==> config.mk <==
export PLATFORM = sky130hd
export DESIGN_NAME = eda_output_streamer
export DESIGN_NICKNAME = d
export VERILOG_FILES = /design/src/rtl/eda_stream_pkg.sv /design/src/rtl/eda_row_word_mux.sv /design/src/rtl/eda_output_streamer.sv
export SDC_FILE = /design/constraint.sdc
export NUM_CORES = 1
export LEC_CHECK = 0
export ABC_CLOCK_PERIOD_IN_PS = 2300
export BUFFER_PORTS_ARGS = -buffer_cell sky130_fd_sc_hd__buf_2
export CORE_ASPECT_RATIO = 0.6
export CORE_UTILIZATION = 53
export CTS_CLUSTER_SIZE = 30
export DETAILED_ROUTE_END_ITERATION = 16
export PLACE_DENSITY = 0.8
export SYNTH_ARGS = -nofsm -noshare
export SYNTH_HDL_FRONTEND = slang
export SYNTH_SLANG_ARGS = --single-unit
==> constraint.sdc <==
create_clock -name clk -period 2.3 [get_ports clk]
set_input_delay 0.575 -clock clk [delete_from_list [all_inputs] [get_ports clk]]
set_output_delay 0.575 -clock clk [all_outputs]
set_load 0.01 [all_outputs]
==> src/rtl/eda_stream_pkg.sv <==
// Shared types and helpers for the region-max result streamer.
package eda_stream_pkg;

    // Streamer control states.
    typedef enum logic [1:0] {
        IDLE = 2'd0,
        SEND = 2'd1,
        DONE = 2'd2
    } state_e;

    // Number of OUT_WIDTH-bit words needed to carry one N-bit row.
    function automatic int unsigned words_per_row(input int unsigned n, input int unsigned w);
        return (n + w - 1) / w;
    endfunction

endpackage

==> src/rtl/eda_row_word_mux.sv <==
// Selects word k of a result row, zero-padding bits beyond the row width.
module eda_row_word_mux
    import eda_stream_pkg::*;
#(
    parameter int unsigned N         = 10,
    parameter int unsigned OUT_WIDTH = 8,
    localparam int unsigned W        = words_per_row(N, OUT_WIDTH),
    localparam int unsigned SelWidth = $clog2(W) + 1
) (
    input  logic [N-1:0]         row_i,
    input  logic [SelWidth-1:0]  sel_i,
    output logic [OUT_WIDTH-1:0] word_o
);

    logic [W*OUT_WIDTH-1:0] padded;

    // Pad the row to a whole number of words, then pick the selected slice.
    always_comb begin
        padded          = '0;
        padded[N-1:0]   = row_i;
        word_o          = '0;
        for (int k = 0; k < int'(W); k++) begin
            if (sel_i == SelWidth'(k)) begin
                word_o = padded[k*OUT_WIDTH +: OUT_WIDTH];
            end
        end
    end

endmodule

==> src/rtl/eda_output_streamer.sv <==
// Snapshots the result bit-matrix on start and streams it row-major as words.
module eda_output_streamer
    import eda_stream_pkg::*;
#(
    parameter int unsigned M          = 4,
    parameter int unsigned N          = 10,
    parameter int unsigned OUT_WIDTH  = 8,
    parameter int unsigned I_WIDTH    = 2,
    parameter int unsigned WORD_WIDTH = $clog2(words_per_row(N, OUT_WIDTH)) + 1
) (
    input  logic                  clk,
    input  logic                  reset_n,
    input  logic                  clear,
    input  logic                  start,
    input  logic [M-1:0][N-1:0]   matrix_in,
    output logic                  busy,
    output logic                  out_valid,
    input  logic                  out_ready,
    output logic [OUT_WIDTH-1:0]  out_data,
    output logic [I_WIDTH-1:0]    out_row,
    output logic                  out_last_in_row,
    output logic                  out_last,
    output logic                  done
);

    localparam int unsigned W        = words_per_row(N, OUT_WIDTH);
    localparam int unsigned SelWidth = $clog2(W) + 1;

    state_e                 state_q, state_d;
    logic [I_WIDTH-1:0]     row_q, row_d;
    logic [WORD_WIDTH-1:0]  word_q, word_d;
    logic [M-1:0][N-1:0]    snap_q, snap_d;

    logic                   sending;
    logic                   handshake;
    logic                   word_last;
    logic                   row_last;
    logic [N-1:0]           row_vec;
    logic [SelWidth-1:0]    mux_sel;
    logic [OUT_WIDTH-1:0]   mux_word;

    // Decode the current position within the image.
    always_comb begin
        sending   = (state_q == SEND);
        handshake = sending && out_ready;
        word_last = (word_q == WORD_WIDTH'(W - 1));
        row_last  = (row_q == I_WIDTH'(M - 1));
        row_vec   = snap_q[row_q];
        mux_sel   = SelWidth'(word_q);
    end

    eda_row_word_mux #(
        .N         (N),
        .OUT_WIDTH (OUT_WIDTH)
    ) u_row_word_mux (
        .row_i  (row_vec),
        .sel_i  (mux_sel),
        .word_o (mux_word)
    );

    // Next-state: capture, word/row advance, and abort handling.
    always_comb begin
        state_d = state_q;
        row_d   = row_q;
        word_d  = word_q;
        snap_d  = snap_q;
        if (clear) begin
            // Abort restores the RAM-reset image so a stale snapshot never leaks.
            state_d = IDLE;
            row_d   = '0;
            word_d  = '0;
            snap_d  = '1;
        end else begin
            unique case (state_q)
                IDLE: begin
                    if (start) begin
                        snap_d  = matrix_in;
                        row_d   = '0;
                        word_d  = '0;
                        state_d = SEND;
                    end
                end
                SEND: begin
                    if (handshake) begin
                        if (word_last) begin
                            word_d = '0;
                            row_d  = row_q + 1'b1;
                            if (row_last) begin
                                state_d = DONE;
                            end
                        end else begin
                            word_d = word_q + 1'b1;
                        end
                    end
                end
                DONE: begin
                    state_d = IDLE;
                end
                default: begin
                    state_d = IDLE;
                end
            endcase
        end
    end

    // State, counters and snapshot registers.
    always_ff @(posedge clk or negedge reset_n) begin
        if (!reset_n) begin
            state_q <= IDLE;
            row_q   <= '0;
            word_q  <= '0;
            snap_q  <= '1;
        end else begin
            state_q <= state_d;
            row_q   <= row_d;
            word_q  <= word_d;
            snap_q  <= snap_d;
        end
    end

    // Stream outputs are forced to zero outside SEND so idle reads as reset values.
    always_comb begin
        busy            = sending;
        out_valid       = sending;
        done            = (state_q == DONE);
        out_data        = sending ? mux_word : '0;
        out_row         = sending ? row_q : '0;
        out_last_in_row = sending && word_last;
        out_last        = sending && word_last && row_last;
    end

endmodule

; ---- Yosys cells after proc, flatten, opt, wreduce, memory -nomap -nowiden
; Index checks and enable logic that the tools add are counted.
[totals]
register_bits = 46
latch_bits = 0
ram_bits = 0
romBits = 0
inputBits = 45
out_inout_bits = 15
elab_cells = 54
n_memories = 0
[classes]
n_addsub = 2
n_mul = 0
div = 0
n_lt_le_gt_ge = 1
n_eq_ne = 8
shift = 0
muxes = 24
n_bitwise = 0
n_reduce_logical = 12
[ops]
columns = cell, n
row1 = two-way mux 40 bit, 3
row2 = two-way mux 2 bit, 13
row3 = two-way mux 8 bit, 3
row4 = binary-select mux 10 bit (select 2 bit), 1
row5 = case mux 2 bit (2 select lines), 3
row6 = two-way mux 10 bit, 1
row7 = "!= test 3 x 2 -> 1 bit, second input constant", 3
row8 = AND reduction 4 bit, 2
row9 = "adder 2 x 1 -> 2 bit, second input constant", 2
row10 = "== test 2 x 1 -> 1 bit, second input constant", 2
row11 = "== test 2 bit, second input constant", 2
row12 = logical NOT 2 bit, 2
row13 = nonzero test 2 bit, 2
row14 = logical AND 1 bit, 3
row15 = "less-than comparator 2 x 3 -> 1 bit, second input constant", 1
row16 = "!= test 3 bit, second input constant", 1
row17 = AND reduction 3 bit, 1
row18 = nonzero test 3 bit, 1
row19 = AND reduction 2 bit, 1

; ---- Longest topological paths before layout
; Gate-level depths: netlist of run 1.
[depth]
ltp_word = 6
mapped_depth = 4
mapped_depth_nobuf = 3

; ---- Cells and area by module
; From an unflattened synthesis of run 1, not the netlist that was laid out.
[hier_totals]
hier_cells = 162
hier_area_um2 = 2230.9
[by_module_without_submodules]
columns = mod, instances, cells_each, area_each_um2, seq_area_each_um2
row1 = eda_output_streamer, 1, 151, 2159.6, 1201.2
row2 = eda_row_word_mux, 1, 11, 71.3, 0.0

; ---- Worst setup path before layout of run 1
; No wires, ideal clock.
[synth_path]
kind = reg2out
startpoint = register row_q[0]
endpoint = output port out_data[1]
arrival_time_ns = 1.380
required_ns = 1.725
setup_slack_ns = 0.345
path_stages_with_launch = 4
path_buffers = 1
cell_sequence = dfrtp_1 > buf_4 > mux4_2 > a22o_1
[synth_between]
elab_chain_len = 5
[synth_lines]
columns = element, line
row1 = from (decl), eda_output_streamer.sv:30  ; logic [I_WIDTH-1:0] row_q, row_d;
row2 = from (signal assigned), eda_output_streamer.sv:115  ; row_q <= row_d;
row3 = binary-select mux 10 bit (select 2 bit) (*), eda_output_streamer.sv:48  ; row_vec = snap_q[row_q];
row4 = two-way mux 10 bit (implied by the code) (*), eda_output_streamer.sv:48
row5 = two-way mux 8 bit, eda_row_word_mux.sv:23  ; if (sel_i == SelWidth'(k)) begin
row6 = two-way mux 8 bit (*), eda_row_word_mux.sv:23
row7 = two-way mux 8 bit (*), eda_output_streamer.sv:126  ; out_data = sending ? mux_word : '0;
row8 = to (decl), eda_output_streamer.sv:19  ; output logic [OUT_WIDTH-1:0] out_data,
; Mark *: on every way between the ends. The rest lies on a longest branch, timed or not. The select of a mux whose other input is x is not followed.

; ---- Worst setup path after layout of run 1
[layout_path]
startpoint = register row_q[0]
endpoint = output port out_data[0]
; The elaborated chain is that of the path after synthesis.

==> results.md, run 1 <==
* Maximum buffer depth of the clock tree at 2
* H-tree depth reported by CTS at 2
* Final Hold Fails at 0
* Static leakage power at about 1.2 nW
* Most used cells in the layout excluding fill and tap cells: 60 x sky130_fd_sc_hd__buf_2, 42 x sky130_fd_sc_hd__nor2b_1, 40 x sky130_fd_sc_hd__a211o_1, 40 x sky130_fd_sc_hd__dfstp_2, 10 x sky130_fd_sc_hd__mux4_2
* Sequential-to-total area share from yosys stat at 49.8%
* Fraction of layout instances using a drive strength above 1 at a little over half
* Hold-fix buffers at CTS at 0
* Area enclosed by the die boundary at approximately 0.0048 sq mm
* Worst slew slack as a fraction of its limit at a little over three fifths
* Cell with the largest stage delay on the worst path: sky130_fd_sc_hd__mux4_2
* Total via count in the routed design at 1704
* Maximum frequency from static timing analysis at around 440 MHz
* Internal power at 1.37 mW
* Fillcell total at roughly 340
* Setup slack on the worst flop-to-flop path at between 0.6 and 0.7 ns
* Share of the clock period used by the worst path after layout at ~99%
* Wire length of the first global-routing pass at between 7000 and 8000 um
* Relative contribution of sequential cells to total power at between 50% and 60%
* Start of the worst register-to-register path: state_q[1]$_DFFE_PN0P_
* Clock tree from TritonCTS: yes
* Total global-route track usage at between 20% and 30%
* Via density at 5.43
* Proportion of power drawn by combinational gates at a little under a quarter
* Diodes inserted at 0
* Top-level port count at 60
* Most common flop cell mapped by yosys: sky130_fd_sc_hd__dfstp_2
* Result of the run: finished, final reports clean
* Post-route cell area at around 0.0029 sq mm
* Cts bufs inserted at 5
* Critical Path Start: row_q[0]$_DFFE_PN0P_
* Overall power after layout at approximately 1.9 mW
* Buffer type at the clock tree root: sky130_fd_sc_hd__clkbuf_8
* Placed Instance Area at ~0.0027 sq mm
* Area taken by flip-flops and latches at between 0.001 and 0.0015 sq mm
* Routed wire per std cell at 15.9 um
* Final ANT Viol Nets at 0
* Capturing point of the worst reg2reg path: snap_q[38]$_DFFE_PN1P_
* Type of the worst min-delay path: in -> async
* Max stage delay on crit path at ~0.49 ns
* Worst setup path end: out_data[0]
* Required time of the worst setup path at between 1.5 and 2 ns
* Clock transition at path regs at around 0.090 ns
* Initial standard-cell utilization of the core at between 50% and 60%
* Warnings, synthesis at 0
* PwrDens at roughly 650 mW/mm^2
* Weighted congestion reported at the end of routability-driven placement at around 0.87
* Cell total after placement at 300
* Largest net degree at the start of global routing at just over 80
* Total net switching power at between 0.5 and 0.6 mW
* Largest delay share family, worst path: multiplexers
* Number of detailed-route iterations in the first pass at 4
* Maximum VDD drop at between 300 and 400 uV
* Final slew viol count at 0
* Worst clock skew at 0.0122 ns
* Count of non-filler cells in the finished layout at ~310
* Floorplan Core Area at approximately 0.0042 sq mm
* Residual DRC count at 0
* Worst setup path category: reg -> out
* Count of buffer and inverter cells on the critical path at 2
* Number of flops mapped to enable cells by yosys at 0
* Clock period minus final worst setup slack at 2.28 ns
* Worst-path fanout max at 5
* Setup Total Neg Slack at 0 ns
* Cell row count at 18
* Worst path depth at 4
* Switching power share of the total at between 20% and 30%
* Synthesized net count at roughly 240
* Number of DRC markers in iteration 0 at between 100 and 150
* Most common cell after layout, fill and taps aside: sky130_fd_sc_hd__buf_2
* Antenna violations before repair at 0
* Mean area per synthesized cell at approximately 13 sq um
* Latest clock arrival within the worst-skew pair at between 0.3 and 0.4 ns
* Area overhead of the layout relative to synthesis at 19.6%
* Sink count of the clock tree at 46
* Post-layout nets at roughly 300
* Die H at 54.2 um
* Post-Syn Instances at 190
* Crit start category: flop
* Detailed placement HPWL at between 3000 and 4000 um
* Depth of the most critical reg-to-reg path at 5
* Critical path data arrival time at roughly 1.7 ns
* Multi-input combinational cell area at 0.00109 sq mm
* Routed Wire Length at 5000 um
* Via count of the first global-routing pass at 1533
* Share of flip-flops with an asynchronous set or reset at 100%
* Synthesis-stage register bit count at between 40 and 50
* Nature of the critical path endpoint: output port
* Unrepaired setup endpoints after global routing: yes
* Number of distinct library cells after synthesis at 30
* Clock share of power at about a quarter
* Post-synthesis instance area at roughly 0.0024 sq mm
* Setup Viol. Count Final at 0
* Number of violations of the max-capacitance limit at 0
* Port buffer count at ~60
* Die width at 89.1 um
* CP cell instances: buf_6 > mux4_2 > a22o_1 > buf_2
* Slew at the pin closest to its max-slew limit at ~0.56 ns
* Overflow left after global routing at 0
==> cells by family (layout without fill, tap and decap cells) <==
logic type / after synthesis / count (layout) / synth area share, %
AOI/OAI and AO/OA: 47 / 47 / 16.7
muxes: 12 / 12 / 10.2
buffers and inverters: 18 / 82 / 4.98
and+or+nand+nor: 66 / 66 / 17.8
adders and majority gates: 1 / 1 / 0.519
DFF: 46 / 46 / 49.8
==> Yosys cell counts (3+ instances only) <==
cell / number / area [sq um]
sky130_fd_sc_hd__dfrtp_1: 6 / 150
sky130_fd_sc_hd__a211o_1: 40 / 350
sky130_fd_sc_hd__and2_1: 7 / 43.8
sky130_fd_sc_hd__nor2_1: 3 / 11.3
sky130_fd_sc_hd__nor2b_1: 42 / 263
sky130_fd_sc_hd__buf_6: 4 / 45.0
sky130_fd_sc_hd__dfstp_2: 40 / 1050
sky130_fd_sc_hd__mux4_2: 10 / 225
sky130_fd_sc_hd__buf_4: 6 / 45.0
sky130_fd_sc_hd__clkbuf_1: 5 / 18.8
==> per-stage QoR <==
stage                     util (%)  hold slack [ns]  setup WS [ns]
after detailed placement      64.5            0.563          0.306
final                         68.1            0.342         0.0202
after global routing          68.1            0.393        -0.0436
after CTS                     66.8            0.345        -0.0114
after global placement        64.5            0.546          0.331
after floorplan                  -            0.279          0.345
==> worst reg2reg max path, stage by stage (launching register included) <==
cell and delay (ns):
sky130_fd_sc_hd__dfrtp_2 0.45, sky130_fd_sc_hd__buf_4 0.15, sky130_fd_sc_hd__nor3b_4 0.20, sky130_fd_sc_hd__buf_12 0.31, sky130_fd_sc_hd__nor2b_1 0.14, sky130_fd_sc_hd__a211o_1 0.28
==> power by group through the flow <==
stage	Combinational, mW	Sequential [mW]	Clock, mW
after global placement	0.406	0.953	0
after detailed placement	0.410	0.955	0
after CTS	0.417	0.943	0.509
final	0.434	0.946	0.497
after floorplan	0.293	0.950	0
after global routing	0.482	0.954	0.542
==> registers in the layout, summed over array words and instances (netlist names) <==
register  cells
mux_sel       2
row_q         2
snap_q       40
state_q       2
==> timing repair <==
action | 4_1_cts | 5_1_grt
cloned | 0 | 1
pin swaps | 0 | 2
endpoints found under the setup margin | 8 | 8
setup buffers | 0 | 5
gates resized for setup | 3 | 3
hold endpoints to repair | 0 | 0
==> metal layers <==
layer | global-route usage (%) | wire length [um]
met4 | 6.35 | 19
met3 | 5.13 | 302
met5 | 0 | 0
met1 | 34.2 | 2530
met2 | 30.8 | 2160
==> final cells by class <==
| class | count | area share, % |
|---|---|---|
| well taps | 60 | 2.61 |
| repair buffers | 72 | 14.2 |
| flip-flops and latches | 46 | 41.8 |
| multi-input cells | 126 | 38.0 |
| clock buffers | 5 | 2.39 |
| inverters | 2 | 0.261 |
| clock inverters | 3 | 0.738 |
==> how the worst min path moves through the flow <==
stage                                   to  depth (start not counted)                   start
global route        mux_sel[1]$_DFFE_PN0P_                          2                 reset_n
finish              mux_sel[1]$_DFFE_PN0P_                          2                 reset_n
detailed placement  mux_sel[0]$_DFFE_PN0P_                          1  mux_sel[0]$_DFFE_PN0P_
CTS                 mux_sel[1]$_DFFE_PN0P_                          2                 reset_n
global placement    mux_sel[0]$_DFFE_PN0P_                          1  mux_sel[0]$_DFFE_PN0P_
floorplan           mux_sel[0]$_DFFE_PN0P_                          0                 reset_n
Power figures use the tool's default switching activity.
==> run 2: changes to the inputs <==
CORE_UTILIZATION = 50   (was 53)
PLACE_DENSITY = 0.85   (was 0.8)
==> run 2 against run 1 <==
The run now ends with negative setup slack left. Worst hold slack improved by 0.011 ns. Via count up 2.1%. Sequential power about the same. Global-route usage is 0.29 points lower. Die area rose by 5.8%. First-iteration DRC count down 1.5%. Total power is 0.52% higher. Fmax is 1.4% lower. Sequential share of layout area about the same. Critical endpoint is now out_data[1]. Largest cell class unchanged.
==> results.md, run 2 (same netlist as run 1, synthesis figures left out) <==
* PwrDens at 655 mW/mm^2
* Area enclosed by the die boundary at between 0.005 and 0.006 sq mm
* Fillcell total at approximately 390
* Top reg by flops: snap_q
* Max stage delay on crit path at about 0.50 ns
* Cell total after placement at 304
* Worst slew slack as a fraction of its limit at around three fifths
* Critical path data arrival time at between 1.5 and 2 ns
* Worst clock skew at approximately 0.0084 ns
* Via count of the first global-routing pass at about 1600
* Depth of the most critical reg-to-reg path at 5
* Number of violations of the max-capacitance limit at 0
* Largest delay share family, worst path: multiplexers
* Static leakage power at 1.23 nW
* Largest net degree at the start of global routing at 81
* Port buffer count at between 50 and 60
* Initial standard-cell utilization of the core at a little over half
* Post-route cell area at around 0.0029 sq mm
* Count of non-filler cells in the finished layout at approximately 320
* Buffer type at the clock tree root: sky130_fd_sc_hd__clkbuf_8
* Number of detailed-route iterations in the first pass at 4
* Setup Viol. Count Final at 4
* Residual DRC count at 0
* Final ANT Viol Nets at 0
* Weighted congestion reported at the end of routability-driven placement at 0.781
* Die H at ~56 um
* Routed wire per std cell at roughly 17 um
* Cts bufs inserted at 5
* Crit start category: flop
* Setup Total Neg Slack at -0.0311 ns
* Latest clock arrival within the worst-skew pair at ~0.3 ns
* Required time of the worst setup path at approximately 1.7 ns
* Total global-route track usage at roughly 22%
* Violations in the final reports: negative setup slack
* Final worst slack at -0.0120 ns
* Count of buffer and inverter cells on the critical path at 2
* Most used cells in the layout excluding fill and tap cells: 59 x sky130_fd_sc_hd__buf_2, 42 x sky130_fd_sc_hd__nor2b_1, 40 x sky130_fd_sc_hd__a211o_1, 40 x sky130_fd_sc_hd__dfstp_2, 10 x sky130_fd_sc_hd__mux4_2
* Routed Wire Length at about 5200 um
* Cell with the largest stage delay on the worst path: sky130_fd_sc_hd__mux4_2
* Capturing point of the worst reg2reg path: snap_q[22]$_DFFE_PN1P_
* Final slew viol count at 0
* H-tree depth reported by CTS at 2
* Slew at the pin closest to its max-slew limit at slightly below 0.6 ns
* Sink count of the clock tree at 46
* Share of the clock period used by the worst path after layout at 101%
* Most common cell after layout, fill and taps aside: sky130_fd_sc_hd__buf_2
* Maximum VDD drop at around 340 uV
* Wire length of the first global-routing pass at about 8500 um
* Setup slack on the worst flop-to-flop path at between 0.6 and 0.7 ns
* Worst setup path category: reg -> out
* Clock transition at path regs at about 0.09 ns
* Detailed placement HPWL at 3350 um
* Type of the worst min-delay path: in -> async
* CP cell instances: buf_6 > mux4_2 > a22o_1 > buf_2
* Floorplan Core Area at 0.00461 sq mm
* Flip-flop count of the largest register after layout at 40
* Clock tree from TritonCTS: yes
* Post-layout nets at a little under 300
* Via density at ~5.5
* Area overhead of the layout relative to synthesis at 19.5%
* Clock period minus final worst setup slack at about 2.3 ns
* Diodes inserted at 0
* Antenna violations before repair at 0
* Result of the run: finished with violations
* Util after Layout at between 60 and 70%
* Unrepaired setup endpoints after global routing: yes
* Placed Instance Area at 0.00274 sq mm
* Start of the worst register-to-register path: state_q[1]$_DFFE_PN0P_
* Maximum buffer depth of the clock tree at 2
* Total via count in the routed design at about 1700
* Final Hold Fails at 0
* Overflow left after global routing at 0
* Number of DRC markers in iteration 0 at 129
* Cell row count at 19
* Maximum frequency from static timing analysis at 433 MHz
* Nature of the critical path endpoint: output port
* Worst-path fanout max at 4
* Fraction of layout instances using a drive strength above 1 at a little over half
* Die width at roughly 92 um
* Top-level port count at 60
run 2: how the worst max path moves through the flow:
stage / start / endpoint / slack [ns] / cells after the start
6_report: row_q[0]$_DFFE_PN0P_ / out_data[1] / -0.01 / 4
5_1_grt: row_q[0]$_DFFE_PN0P_ / out_data[5] / -0.06 / 4
4_1_cts: row_q[0]$_DFFE_PN0P_ / out_data[7] / -0.004 / 4
3_5_place_dp: state_q[1]$_DFFE_PN0P_ / out_data[4] / 0.23 / 5
3_3_place_gp: row_q[0]$_DFFE_PN0P_ / out_data[1] / 0.34 / 4
2_1_floorplan: row_q[0]$_DFFE_PN0P_ / out_data[1] / 0.34 / 3
run 2: area by class of cell:
class	count	area, sq um	area share (%)
timing repair buffer	70	402	13.9
multi-input combinational	126	1100	38.1
sequential	46	1200	41.7
clock buffer	7	86.3	3.00
clock inverter	1	5.00	0.174
tap	63	78.8	2.74
inverter	2	7.51	0.261
run 2: report_power, final:
part	total (mW)	leakage, nW	switching [mW]	internal, mW
combinational	0.434	0.675	0.200	0.234
clock	0.510	0.0482	0.267	0.243
sequential	0.943	0.502	0.0333	0.909
run 2: per-layer routing:
layer  GRT usage, %  vias to the layer above  wire length (um)
met5              0                        -                 0
met4           7.48                        0                66
met3           5.60                        8               348
met2           30.7                       50              2280
met1           32.4                      861              2510
li1               -                      821                 -
run 2: through the flow:
stage	power, mW	hold WS, ns	worst slack, ns
6_report	1.89	0.353	-0.0120
5_1_grt	1.98	0.404	-0.0626
4_1_cts	1.89	0.363	-0.00425
3_5_place_dp	1.37	0.575	0.232
3_3_place_gp	1.36	0.556	0.342
2_1_floorplan	1.24	0.279	0.345
run 2: what timing repair did:
| item | CTS | global route |
|---|---|---|
| endpoints found under the setup margin | 6 | 8 |
| pin swaps | 0 | 3 |
| gates resized for setup | 4 | 2 |
| setup buffers | 0 | 3 |
| hold buffers | 0 | 0 |
| cloned | 0 | 0 |
==> run 3: changes to the inputs <==
PLACE_DENSITY = unset   (was 0.85)
PLACE_DENSITY_LB_ADDON = 0.05   (was unset)
==> run 3 against run 2 <==
The flow now finishes without violations. Clock skew down 0.0014 ns. Via count decreased by 1.0%. Fmax up 1.9%. Core utilization shrank 0.43 points. Largest power group unchanged.
==> results.md, run 3 (same netlist as run 1, synthesis figures left out) <==
* Clock tree from TritonCTS: yes
* Hold-fix buffers at CTS at 0
* Most congested layer reported by global routing: met1
* Weighted congestion reported at the end of routability-driven placement at ~0.85
* Critical path data arrival time at approximately 1.7 ns
* Final slew viol count at 0
* Internal power at 1.47 mW
* Total net switching power at 0.519 mW
* Static leakage power at around 1.2 nW
* Overall power after layout at approximately 2 mW
* Depth of the most critical reg-to-reg path at 4
* Number of DRC markers in iteration 0 at 63
* Top reg by flops: snap_q
* Final Hold Fails at 0
* Routed wire per std cell at 16.7 um
* Type of the worst min-delay path: in -> async
* Critical Path Start: row_q[0]$_DFFE_PN0P_
* Wire length of the first global-routing pass at about 8700 um
* Unrepaired setup endpoints after global routing: yes
* Port buffer count at 59
* Cell row count at 19
* Share of the clock period used by the worst path after layout at 98.6%
* Met2 capacity usage during global routing at 32.5%
* Post-layout nets at a little under 300
* Final ANT Viol Nets at 0
* Flip-flop count of the largest register after layout at 40
* Worst setup path category: reg -> out
* Buffer type at the clock tree root: sky130_fd_sc_hd__clkbuf_8
* Worst clock skew at roughly 0.007 ns
* Clock share of power at a little under a third
* Number of detailed-route iterations in the first pass at 4
* Number of violations of the max-capacitance limit at 0
* Fillcell total at 393
* Diodes inserted at 0
* Setup slack on the worst flop-to-flop path at a little under 0.8 ns
* Worst setup timing slack at the placement stage at 0.317 ns
* Maximum VDD drop at around 390 uV
* Most common cell after layout, fill and taps aside: sky130_fd_sc_hd__buf_2
* Via density at 5.52
* Clock transition at path regs at about 0.09 ns
* Top-level port count at 60
* Residual DRC count at 0
* Switching power share of the total at 26.1%
* Worst-path fanout max at 8
* M1 GR Usage at 34.1%
* Worst setup path end: out_data[0]
* Multi-input combinational cell area at between 0.001 and 0.0015 sq mm
* Nature of the critical path endpoint: output port
* Overflow left after global routing at 0
* Antenna violations before repair at 0
* Maximum frequency from static timing analysis at about 440 MHz
* Latest clock arrival within the worst-skew pair at 0.30 ns
* Sink count of the clock tree at 46
* Final worst slack at ~0.032 ns
* Proportion of power drawn by combinational gates at between 20% and 30%
* Detailed placement HPWL at around 3700 um
* Maximum buffer depth of the clock tree at 2
* Routed Wire Length at around 5200 um
* Area enclosed by the die boundary at just over 0.005 sq mm
* Most used cells in the layout excluding fill and tap cells: 59 x sky130_fd_sc_hd__buf_2, 42 x sky130_fd_sc_hd__nor2b_1, 40 x sky130_fd_sc_hd__a211o_1, 40 x sky130_fd_sc_hd__dfstp_2, 10 x sky130_fd_sc_hd__mux4_2
* Crit start category: flop
* Result of the run: finished, final reports clean
* Total global-route track usage at 22.6%
* Total via count in the routed design at 1722
* Required time of the worst setup path at between 1.5 and 2 ns
* Via count of the first global-routing pass at between 1500 and 2000
* Start of the worst register-to-register path: state_q[0]$_DFFE_PN0P_
* PwrDens at between 600 and 700 mW/mm^2
* Worst slew slack as a fraction of its limit at around 62%
* Global-route met3 utilization at roughly 7.4%
* H-tree depth reported by CTS at 2
* Floorplan Core Area at between 0.004 and 0.005 sq mm
* Die H at between 50 and 60 um
* Area taken by flip-flops and latches at between 0.001 and 0.0015 sq mm
* Cts bufs inserted at 5
* Initial standard-cell utilization of the core at between 50 and 60%
* Die width at slightly above 90 um
* Clock period minus final worst setup slack at 2.27 ns
* Slew at the pin closest to its max-slew limit at 0.570 ns
* Fraction of layout instances using a drive strength above 1 at 53.0%
* Capturing point of the worst reg2reg path: snap_q[17]$_DFFE_PN1P_
* Setup Viol. Count Final at 0
* Largest net degree at the start of global routing at 47
* Relative contribution of sequential cells to total power at a little under half
* Area overhead of the layout relative to synthesis at 18.7%
## run 3: cell count changes in the layout (fill, tap and decap cells not counted), sizes merged
| cell | previous run | this run |
|---|---|---|
| clkbuf | 7 | 5 |
| bufinv | 0 | 1 |
| buf | 70 | 67 |
| clkinvlp | 0 | 2 |
| clkinv | 1 | 0 |
## run 3: timing repair
item / CTS / global route
resized for setup: 3 / 3
setup buffers: 0 / 1
pin swaps: 1 / 1
setup endpoints to repair: 2 / 8
## run 3: metal layers
layer	wire length (um)	vias to the layer above
met5	0	-
met4	28	0
met3	256	4
met2	2280	45
met1	2640	863
li1	-	810
## run 3: area by class of cell
type	count	share of cell area (%)
clock inverter	3	1.57
clock buffer	5	2.41
sequential	46	42.1
tap	63	2.76
multi-input combinational	126	38.2
timing repair buffer	67	12.7
inverter	2	0.262
## run 3: critical path, stage by stage, from the launching register on
cell	delay, ns
sky130_fd_sc_hd__dfrtp_1	0.39
sky130_fd_sc_hd__buf_6	0.16
sky130_fd_sc_hd__mux4_2	0.49
sky130_fd_sc_hd__a22o_1	0.21
sky130_fd_sc_hd__buf_2	0.13
## run 3: how the worst min path moves through the flow
stage                      startpoint                     end  slack [ns]  depth (start not counted)
3_5_place_dp   mux_sel[0]$_DFFE_PN0P_  mux_sel[0]$_DFFE_PN0P_        0.54                          1
3_3_place_gp   mux_sel[0]$_DFFE_PN0P_  mux_sel[0]$_DFFE_PN0P_        0.54                          1
2_1_floorplan                 reset_n  mux_sel[0]$_DFFE_PN0P_        0.28                          0
5_1_grt                       reset_n    row_q[1]$_DFFE_PN0P_        0.39                          2
4_1_cts                       reset_n    row_q[1]$_DFFE_PN0P_        0.37                          2
6_report                      reset_n    row_q[1]$_DFFE_PN0P_        0.36                          2
## run 3: per-stage QoR
stage | area, sq um | hold WS (ns) | util [%] | cells | setup TNS, ns
finish | 2860 | 0.356 | 62.0 | 312 | 0
global route | 2860 | 0.390 | 62.0 | 312 | -0.0750
CTS | 2850 | 0.367 | 61.7 | 311 | -0.00207
detailed placement | 2720 | 0.539 | 59.1 | 303 | 0
global placement | 2720 | 0.540 | 59.1 | 303 | 0
floorplan | 2410 | 0.279 | - | 190 | 0
## run 3: power by group through the flow
stage,registers [mW],logic (mW),clock network [mW]
global route,0.960,0.463,0.667
CTS,0.950,0.416,0.624
detailed placement,0.960,0.408,0
floorplan,0.950,0.293,0
finish,0.951,0.422,0.614
global placement,0.958,0.394,0
